## src/rtl/fetch_unit_pkg.sv

```systemverilog
// Shared constants and encodings for the IF-stage fetch unit.
package fetch_unit_pkg;

    localparam int unsigned INSTR_W = 32;
    localparam logic [INSTR_W-1:0] NOP_INSTR = 32'h0000_0013;
    localparam logic [31:0] RESET_PC_DEFAULT = 32'h0000_0000;

    typedef enum logic [1:0] {
        ST_FETCH = 2'd0,
        ST_WAIT  = 2'd1,
        ST_FULL  = 2'd2,
        ST_DRAIN = 2'd3
    } fetch_state_e;

    // What the IF/ID register loads at the next edge.
    typedef enum logic [1:0] {
        IFID_HOLD   = 2'd0,
        IFID_BUBBLE = 2'd1,
        IFID_MEM    = 2'd2,
        IFID_SKID   = 2'd3
    } ifid_sel_e;

    function automatic logic is_busy(input fetch_state_e s);
        return (s == ST_WAIT) || (s == ST_DRAIN);
    endfunction

endpackage

```

## src/rtl/fetch_skid_buffer.sv

```systemverilog
// One-entry {pc, instr} holding register for a response that arrives while decode is stalled.
module fetch_skid_buffer
    import fetch_unit_pkg::*;
#(
    parameter int unsigned XLEN = 32
) (
    input  logic               clk,
    input  logic               rst_n,
    input  logic               load_i,
    input  logic               clr_i,
    input  logic [XLEN-1:0]    pc_i,
    input  logic [INSTR_W-1:0] instr_i,
    output logic               valid_o,
    output logic [XLEN-1:0]    pc_o,
    output logic [INSTR_W-1:0] instr_o
);

    logic               valid_q, valid_d;
    logic [XLEN-1:0]    pc_q, pc_d;
    logic [INSTR_W-1:0] instr_q, instr_d;

    // Clear wins over load so a flush always empties the entry.
    always_comb begin
        valid_d = valid_q;
        pc_d    = pc_q;
        instr_d = instr_q;
        if (clr_i) begin
            valid_d = 1'b0;
        end else if (load_i) begin
            valid_d = 1'b1;
            pc_d    = pc_i;
            instr_d = instr_i;
        end
    end

    always_ff @(posedge clk) begin
        if (!rst_n) begin
            valid_q <= 1'b0;
            pc_q    <= '0;
            instr_q <= NOP_INSTR;
        end else begin
            valid_q <= valid_d;
            pc_q    <= pc_d;
            instr_q <= instr_d;
        end
    end

    assign valid_o = valid_q;
    assign pc_o    = pc_q;
    assign instr_o = instr_q;

endmodule

```

## src/rtl/fetch_unit.sv

```systemverilog
// IF stage: PC register, single-outstanding imem handshake, skid buffer and IF/ID register.
// Applies hazard-unit stalls (PCWrite/IFIDWrite) and redirects (Flush).
module fetch_unit
    import fetch_unit_pkg::*;
#(
    parameter int unsigned     XLEN     = 32,
    parameter logic [XLEN-1:0] RESET_PC = XLEN'(RESET_PC_DEFAULT)
) (
    input  logic               clk,
    input  logic               rst_n,
    input  logic               PCWrite,
    input  logic               IFIDWrite,
    input  logic               Flush,
    input  logic [XLEN-1:0]    pc_target,
    output logic               imem_req,
    output logic [XLEN-1:0]    imem_addr,
    input  logic [INSTR_W-1:0] imem_rdata,
    input  logic               imem_valid,
    output logic [XLEN-1:0]    IFID_PC,
    output logic [XLEN-1:0]    IFID_PC4,
    output logic [INSTR_W-1:0] IFID_Instr,
    output logic               IFID_Valid,
    output logic               fetch_busy
);

    localparam logic [XLEN-1:0] ALIGN_MASK = ~XLEN'(3);
    localparam logic [XLEN-1:0] PC_STEP    = XLEN'(4);

    fetch_state_e state_q, state_d;
    ifid_sel_e    ifid_sel;

    logic [XLEN-1:0]    pc_q, pc_d;
    logic [XLEN-1:0]    pc_plus4, pc_seq, tgt_aligned;
    logic               ifid_valid_q, ifid_valid_d;
    logic [XLEN-1:0]    ifid_pc_q, ifid_pc_d;
    logic [XLEN-1:0]    ifid_pc4_q, ifid_pc4_d;
    logic [INSTR_W-1:0] ifid_instr_q, ifid_instr_d;

    logic               skid_load, skid_clr, skid_valid;
    logic [XLEN-1:0]    skid_pc;
    logic [INSTR_W-1:0] skid_instr;

    assign pc_plus4    = pc_q + PC_STEP;
    assign pc_seq      = PCWrite ? pc_plus4 : pc_q;
    assign tgt_aligned = pc_target & ALIGN_MASK;

    fetch_skid_buffer #(
        .XLEN(XLEN)
    ) u_skid (
        .clk     (clk),
        .rst_n   (rst_n),
        .load_i  (skid_load),
        .clr_i   (skid_clr),
        .pc_i    (pc_q),
        .instr_i (imem_rdata),
        .valid_o (skid_valid),
        .pc_o    (skid_pc),
        .instr_o (skid_instr)
    );

    always_ff @(posedge clk) begin
        if (!rst_n) begin
            state_q <= ST_FETCH;
        end else begin
            state_q <= state_d;
        end
    end

    always_comb begin
        state_d = state_q;
        case (state_q)
            ST_FETCH: begin
                if (!Flush) state_d = ST_WAIT;
            end
            ST_WAIT: begin
                if (Flush) begin
                    state_d = imem_valid ? ST_WAIT : ST_DRAIN;
                end else if (imem_valid) begin
                    if (!IFIDWrite)     state_d = ST_FULL;
                    else if (!PCWrite)  state_d = ST_FETCH;
                end
            end
            ST_FULL: begin
                if (Flush)           state_d = ST_FETCH;
                else if (IFIDWrite)  state_d = ST_WAIT;
            end
            ST_DRAIN: begin
                if (imem_valid) state_d = ST_FETCH;
            end
            default: state_d = ST_FETCH;
        endcase
    end

    // Request, PC and IF/ID/skid controls; Flush overrides every load and stall.
    always_comb begin
        imem_req  = 1'b0;
        imem_addr = pc_q;
        pc_d      = pc_q;
        ifid_sel  = IFID_HOLD;
        skid_load = 1'b0;
        skid_clr  = 1'b0;

        if (Flush) begin
            pc_d     = tgt_aligned;
            skid_clr = 1'b1;
            ifid_sel = IFID_BUBBLE;
        end

        case (state_q)
            ST_FETCH: begin
                if (!Flush) begin
                    imem_req = 1'b1;
                    if (IFIDWrite) ifid_sel = IFID_BUBBLE;
                end
            end
            ST_WAIT: begin
                if (Flush) begin
                    if (imem_valid) begin
                        imem_req  = 1'b1;
                        imem_addr = tgt_aligned;
                    end
                end else if (imem_valid && IFIDWrite) begin
                    ifid_sel = IFID_MEM;
                    if (PCWrite) begin
                        pc_d      = pc_plus4;
                        imem_req  = 1'b1;
                        imem_addr = pc_plus4;
                    end
                end else if (imem_valid) begin
                    skid_load = 1'b1;
                end else if (IFIDWrite) begin
                    ifid_sel = IFID_BUBBLE;
                end
            end
            ST_FULL: begin
                if (!Flush && IFIDWrite && skid_valid) begin
                    ifid_sel  = IFID_SKID;
                    skid_clr  = 1'b1;
                    pc_d      = pc_seq;
                    imem_req  = 1'b1;
                    imem_addr = pc_seq;
                end
            end
            ST_DRAIN: begin
                if (!Flush && IFIDWrite) ifid_sel = IFID_BUBBLE;
            end
            default: ;
        endcase

        if (!rst_n) imem_req = 1'b0;
    end

    always_comb begin
        ifid_valid_d = ifid_valid_q;
        ifid_pc_d    = ifid_pc_q;
        ifid_pc4_d   = ifid_pc4_q;
        ifid_instr_d = ifid_instr_q;
        case (ifid_sel)
            IFID_BUBBLE: begin
                ifid_valid_d = 1'b0;
                ifid_instr_d = NOP_INSTR;
            end
            IFID_MEM: begin
                ifid_valid_d = 1'b1;
                ifid_pc_d    = pc_q;
                ifid_pc4_d   = pc_plus4;
                ifid_instr_d = imem_rdata;
            end
            IFID_SKID: begin
                ifid_valid_d = 1'b1;
                ifid_pc_d    = skid_pc;
                ifid_pc4_d   = skid_pc + PC_STEP;
                ifid_instr_d = skid_instr;
            end
            default: ;
        endcase
    end

    always_ff @(posedge clk) begin
        if (!rst_n) begin
            pc_q         <= RESET_PC & ALIGN_MASK;
            ifid_valid_q <= 1'b0;
            ifid_pc_q    <= '0;
            ifid_pc4_q   <= PC_STEP;
            ifid_instr_q <= NOP_INSTR;
        end else begin
            pc_q         <= pc_d;
            ifid_valid_q <= ifid_valid_d;
            ifid_pc_q    <= ifid_pc_d;
            ifid_pc4_q   <= ifid_pc4_d;
            ifid_instr_q <= ifid_instr_d;
        end
    end

    assign IFID_PC    = ifid_pc_q;
    assign IFID_PC4   = ifid_pc4_q;
    assign IFID_Instr = ifid_instr_q;
    assign IFID_Valid = ifid_valid_q;
    assign fetch_busy = is_busy(state_q);

endmodule

```

## config.mk

```make
export PLATFORM = sky130hd
export DESIGN_NAME = fetch_unit
export DESIGN_NICKNAME = d
export VERILOG_FILES = /design/src/rtl/fetch_unit_pkg.sv /design/src/rtl/fetch_skid_buffer.sv /design/src/rtl/fetch_unit.sv
export SDC_FILE = /design/constraint.sdc
export NUM_CORES = 1
export LEC_CHECK = 0
export BUFFER_PORTS_ARGS = -buffer_cell sky130_fd_sc_hd__buf_2
export CAP_MARGIN = 20
export CELL_PAD_IN_SITES_DETAIL_PLACEMENT = 1
export CELL_PAD_IN_SITES_GLOBAL_PLACEMENT = 2
export CORE_MARGIN = 5
export CORE_UTILIZATION = 30
export CTS_CLUSTER_SIZE = 12
export DETAILED_ROUTE_END_ITERATION = 10
export GPL_TIMING_DRIVEN = 0
export PLACE_DENSITY_LB_ADDON = 0.08
export SYNTH_ARGS = -nofsm -noshare
export SYNTH_HDL_FRONTEND = slang
export SYNTH_HIERARCHICAL = 1
export SYNTH_SLANG_ARGS = --single-unit
```

## constraint.sdc

```tcl
create_clock -name clk -period 2.9 [get_ports clk]
set_input_delay 0.58 -clock clk [delete_from_list [all_inputs] [get_ports clk]]
set_output_delay 0.58 -clock clk [all_outputs]
set_load 0.05 [all_outputs]
```

==> run metrics, run 1 <==
commonest non-fill, non-tap cells in the layout=204 x nand2_1, 179 x buf_2, 171 x dfxtp_1; count of pins over their slew limit=0; crit-path cells=ha_4, nand4_4, or4_4, buf_12, buf_4, nor3_4, or3b_4, nand3_4, buf_8; DRT iter0 DRCs=1719; failing checks=negative setup slack; largest net degree at the start of global routing=18; # rows=74; final worst slack=-0.500 ns; buffers and inverters on the worst path=3; Yosys warning count=6; final setup vio count=30; Max Clock Freq=0.294 GHz; vias in the first global route=15300; core outline area=40800 µm²; WS Path Type=reg2out; commonest non-fill, non-tap cell in the layout=nand2_1; EDFF count, synth=0; CP max-delay cell=or4_4; Synth top area share=31.4%; die height=213 µm; gr usage total=31.7%; wire length on met3=5630 µm; Max clock buf depth=2; PortBufs=196; clock sinks=194; hold slack=0.367 ns; drt total wl=74900 µm; Leakage=7.41 nW; Startpoint Class=register; share of cells above drive strength 1=36.6%; H-tree depth=4; fillcell total=4802; drt drc=0; Post-Syn Nets=1653; post-synth top area cell=dfxtp_1; sequential share of the synthesized area=31.4%; Critical Path RT=2.32 ns; CTS buffer count=17; Final HPWL DP=53300 µm; Synth Flop Type=dfxtp_1; Post-synth ARST share=0%; Starting Density=30.3%; Horiz. Die Dim=213 µm; Hold WC Path Type=in2reg; total power=7.88 mW; clock latency on the worst-skew pair=0.48 ns; CTS tree=yes; Area Overhead vs Synth=48.3%; Mapped Cells=1577; Antenna Cells=0; Final Cycle Share=117%; Ports=201; CP top delay family=simple AND/OR/NAND/NOR gates; vias per cell=6.11; initial antenna violation count=1; Worst Path Max Fanout=7; syn avg cell area=7.84 µm²; grt ovf=0; pre-CTS setup slack=-1.52 ns; synth unique cells=83; clock skew=0.0235 ns; outcome=finished, violations left; setup_tns=-7.56 ns; Antenna Nets Post-Route=0; Vias=15304; Root Driver=clkbuf_16; Max Cap Violations=0; Netlist Area Pre-Place=12400 µm²; PwrDens=430 nW/µm²; RSZ-0062 raised after global routing=true; Slew HR=19.2%; Top Layer Used=met4; CP Capture Type=primary output; DP Cell Count=2309; met2 WL post-DR=33900 µm; clock slew at reported path FFs=0.09 ns; Nets=2036; register bit total from synthesis=194; maximum VDD drop=0.357 mV; non-filler cells, final=2505; Worst EP arrival=2.82 ns; CP peak stage delay=0.47 ns; met1 wire length=31700 µm; die area=45400 µm²; drt pass-1 iters=9; GP Congestion=0.954; top post-synthesis cells by area=dfxtp_1 31%, mux2i_1 9.1%, nand2_1 6.7%, a222oi_1 4.9%, nor2_1 4.1%; routed len/inst=29.9 µm; Fin. Hold Viols=0; worst-margin pin slew=1.21 ns; clock period minus worst slack=3.40 ns; first-pass GRT wire length=105000 µm
## path summary, 6_finish.rpt
| check | depth (start not counted) | start | slack (ns) | to |
|---|---|---|---|---|
| worst max-delay path | 9 | pc_q[3] | -0.50 | imem_addr[28] |
| worst min-delay path | 2 | pc_target[19] | 0.37 | pc_q[19] |
| worst max register to register | 10 | state_q[0] | 0.07 | pc_q[9] |
| worst min register to register | 2 | IFID_PC4[2] | 0.45 | IFID_PC4[2] |
## worst reg2reg max path, stage by stage (launching register included)
cell and delay [ns]:
dfxtp_4 0.39, inv_4 0.05, ha_4 0.26, clkbuf_16 0.17, buf_8 0.14, buf_4 0.15, buf_4 0.15, a21oi_1 0.87
o21ai_0 0.22, a21oi_1 0.18, a41o_1 0.16
## stage by stage
stage               area [µm²]  utilization (%)
finish                   18300             44.9
global route             18300             44.9
floorplan                12600                -
CTS                      17400             42.6
global placement         14200             34.9
detailed placement       14300             35.0
## power by group
group          internal, mW  switching (mW)  leakage, nW
clock                  1.34            1.25        0.296
sequential             2.72          0.0862         1.58
combinational         0.936            1.55         5.53
total                  5.00            2.88         7.41
## timing repair
| action | 4_1_cts | 5_1_grt |
|---|---|---|
| buffers inserted | 122 | 65 |
| cloned | 1 | 0 |
| pin swaps | 78 | 69 |
| hold buffers | 0 | 0 |
| resized for setup | 456 | 150 |
| endpoints found under the setup margin | 225 | 95 |
## cells in the mapped netlist, types with 14 or more instances
cell type,count
nand2_1,221
dfxtp_1,194
nor2_1,135
clkbuf_1,115
mux2i_1,112
a21oi_1,86
o21ai_0,78
nand3_1,64
a222oi_1,61
xnor2_1,55
xor2_1,29
nor3_1,28
nand4_1,27
buf_2,23
inv_1,22
o21ai_1,21
and3_1,16
o221ai_1,16
o22ai_1,16
o211ai_1,15
o31ai_1,14
## metal layers
| metal | global-route usage, % | vias to the layer above |
|---|---|---|
| met1 | 42.4 | 7739 |
| li1 | - | 6573 |
| met3 | 6.24 | 230 |
| met5 | 0 | - |
| met2 | 50.2 | 762 |
| met4 | 12.9 | 0 |
## final cells by class
| cell class | instances | area, µm² | share of cell area [%] |
|---|---|---|---|
| Multi-Input combinational cell | 1195 | 8810 | 48.1 |
| Sequential cell | 194 | 3950 | 21.5 |
| Timing Repair Buffer | 380 | 2840 | 15.5 |
| Buffer | 148 | 1370 | 7.47 |
| Tap cell | 532 | 666 | 3.63 |
| Clock buffer | 20 | 457 | 2.49 |
| Clock inverter | 12 | 144 | 0.785 |
| Inverter | 24 | 106 | 0.580 |
## state kept, by name, indices dropped and copies added, names as in the netlist
signal	count
u_skid/valid_o	1
state_q	2
u_skid/instr_o	32
u_skid/pc_o	32
IFID_PC	32
pc_q	32
IFID_Instr	32
IFID_PC4	30
IFID_Valid	1
## cells by family (layout without fill, tap and decap cells)
kind of cell / count (synthesis) / after routing / synth area share, %
mux: 119 / 119 / 9.70
flops: 194 / 194 / 31.4
xor+xnor: 84 / 84 / 5.95
buf+inv: 188 / 584 / 7.07
simple gates: 573 / 573 / 22.0
fa+ha+maj: 6 / 6 / 0.607
compound gates: 413 / 413 / 23.3
Note: power is estimated with default switching activity, not from simulation.
==> inputs of run 2 (changes only) <==
CORE_ASPECT_RATIO = 1.5   (was default)
==> run metrics, run 2 (synthesized netlist as in run 1, its figures left out) <==
Starting Density=30.2% (was 30.3%); outcome=finished, violations left (unchanged); Worst EP arrival=2.79 ns (was 2.82 ns); final setup vio count=29 (was 30); DRT iter0 DRCs=1171 (was 1719); clock slew at reported path FFs=0.09 ns (about the same); CTS buffer count=17 (unchanged); Psw=2.83 mW (was 2.88 mW); Area Overhead vs Synth=45.8% (was 48.3%); Hold WC Path Type=in2reg (unchanged); Max Cap Violations=0 (unchanged); commonest non-fill, non-tap cell in the layout=nand2_1 (unchanged); grt ovf=0 (unchanged); die height=259 µm (was 213 µm); share of cells above drive strength 1=35.5% (was 36.6%); Antenna Nets Post-Route=0 (unchanged); Startpoint Class=register (unchanged); final worst slack=-0.472 ns (was -0.500 ns); vias in the first global route=15257 (was 15300); drt drc=0 (unchanged); Leakage=7.33 nW (was 7.41 nW); commonest non-fill, non-tap cells in the layout=201 x nand2_1, 177 x buf_2, 170 x dfxtp_1 (was 204 x nand2_1, 179 x buf_2, 171 x dfxtp_1); clock latency on the worst-skew pair=0.47 ns (was 0.48 ns); clock share of power=33.6% (was 32.8%); Seq pwr share=36.5% (was 35.6%); # rows=91 (was 74); GP Congestion=0.965 (was 0.954); initial antenna violation count=2 (was 1); Final Cycle Share=116% (was 117%); WS Path Type=reg2out (unchanged); worst-margin pin slew=1.18 ns (was 1.21 ns); Worst Path Max Fanout=7 (unchanged); Util after Layout=44.0% (was 44.9%); clock sinks=194 (unchanged); Fin. Hold Viols=0 (unchanged); Pint=4.88 mW (was 5.00 mW); Ports=201 (unchanged); CTS tree=yes (unchanged); Max Clock Freq=0.297 GHz (was 0.294 GHz); drt pass-1 iters=7 (was 9); crit-path cells=ha_4, nand4_4, buf_4, buf_4, or3_4, nor4_4, xor2_1, o21ai_2, o21ai_4, buf_6 (was ha_4, nand4_4, or4_4, buf_12, buf_4, nor3_4, or3b_4, nand3_4, buf_8); switching share of total power=36.7% (was 36.6%); most frequent CP cell=buf_4; drt total wl=73800 µm (was 74900 µm); Max clock buf depth=2 (unchanged); PortBufs=196 (unchanged); Final HPWL DP=53900 µm (was 53300 µm); count of pins over their slew limit=0 (unchanged); failing checks=negative setup slack (unchanged); Slew HR=21.2% (was 19.2%); RSZ-0062 raised after global routing=true (unchanged); core outline area=41000 µm² (was 40800 µm²); Hold-fix buffers, CTS=0 (unchanged); PwrDens=427 nW/µm² (was 430 nW/µm²); CP Capture Type=primary output (unchanged); die area=45500 µm² (was 45400 µm²); Critical Path RT=2.32 ns (about the same); CP max-delay cell=or3_4 (was or4_4); Comb pwr share=29.9% (was 31.5%); hold slack=0.366 ns (was 0.367 ns); vias per cell=5.95 (was 6.11); maximum VDD drop=0.426 mV (was 0.357 mV); H-tree depth=4 (unchanged); non-filler cells, final=2467 (was 2505); Nets=2018 (was 2036); clock skew=0.0182 ns (was 0.0235 ns); largest net degree at the start of global routing=20 (was 18); clock period minus worst slack=3.37 ns (was 3.40 ns); CP peak stage delay=0.43 ns (was 0.47 ns); gr usage total=31.4% (was 31.7%); routed len/inst=29.9 µm (about the same); DP Cell Count=2285 (was 2309); Root Driver=clkbuf_16 (unchanged); Vias=14668 (was 15304); Horiz. Die Dim=176 µm (was 213 µm); first-pass GRT wire length=106000 µm (was 105000 µm)
==> run 2: changes by cell type in the layout (fill, tap and decap cells not counted), moves of 4 or more <==
cell and delta:
clkbuf_1 +6, buf_4 -13, nor2_2 +4, nand2_4 +4
a21oi_1 +5, buf_6 -4, nor2_4 -4
==> run 2: metrics by stage <==
step / total power, mW / setup TNS, ns / setup WS, ns / instance area (µm²)
global placement: 4.60 / -193.92 / -1.47 / 14200
finish: 7.71 / -8.18 / -0.472 / 18000
floorplan: 3.92 / -0.188 / -0.188 / 12600
detailed placement: 4.60 / -197.01 / -1.53 / 14200
global route: 7.94 / -10.29 / -0.545 / 18000
CTS: 7.63 / -9.10 / -0.555 / 17400
==> run 2: per-layer routing <==
layer	vias up	wire length, µm	share of wire (%)	global-route usage (%)
li1	6539	-	-	-
met1	7269	28100	38	36.3
met2	646	36800	50	55.2
met3	212	4140	5.6	4.60
met4	2	4740	6.4	17.6
met5	-	13	0.018	0
==> run 2: critical path, delay by kind of cell, from the launching register on <==
family	cells	cell delay, ns
AOI/OAI and AO/OA	2	0.18
xor gates and xnor gates	1	0.24
adders and majority gates	1	0.15
buffers and inverters	3	0.50
DFF	1	0.38
and+or+nand+nor	3	0.89
==> run 2: power by group through the flow <==
stage | registers, mW | clock network (mW) | logic [mW]
3_5_place_dp | 2.85 | 0 | 1.75
2_1_floorplan | 2.84 | 0 | 1.07
6_report | 2.81 | 2.59 | 2.31
5_1_grt | 2.82 | 2.73 | 2.39
3_3_place_gp | 2.85 | 0 | 1.75
4_1_cts | 2.81 | 2.63 | 2.19
==> run 2: worst paths after layout <==
path	from	end	slack [ns]	cells past startpoint
worst max-delay path	pc_q[2]	imem_addr[24]	-0.47	10
worst min register to register	IFID_PC4[7]	IFID_PC4[7]	0.46	2
worst max register to register	pc_q[2]	pc_q[23]	-0.32	20
worst min-delay path	pc_target[19]	pc_q[19]	0.37	2
==> run 2: layout make-up <==
class	instances	area [µm²]
multi-input combinational	1195	8720
buffer	152	1320
clock inverter	15	193
antenna	1	2.50
sequential	194	3940
fill	4847	23000
tap	511	639
timing repair buffer	358	2680
clock buffer	17	425
inverter	24	109
==> run 2: what timing repair did <==
action	4_1_cts	5_1_grt
endpoints found under the setup margin	225	148
resized for setup	443	119
buffers inserted	119	41
pin swaps	89	57
cloned	5	0
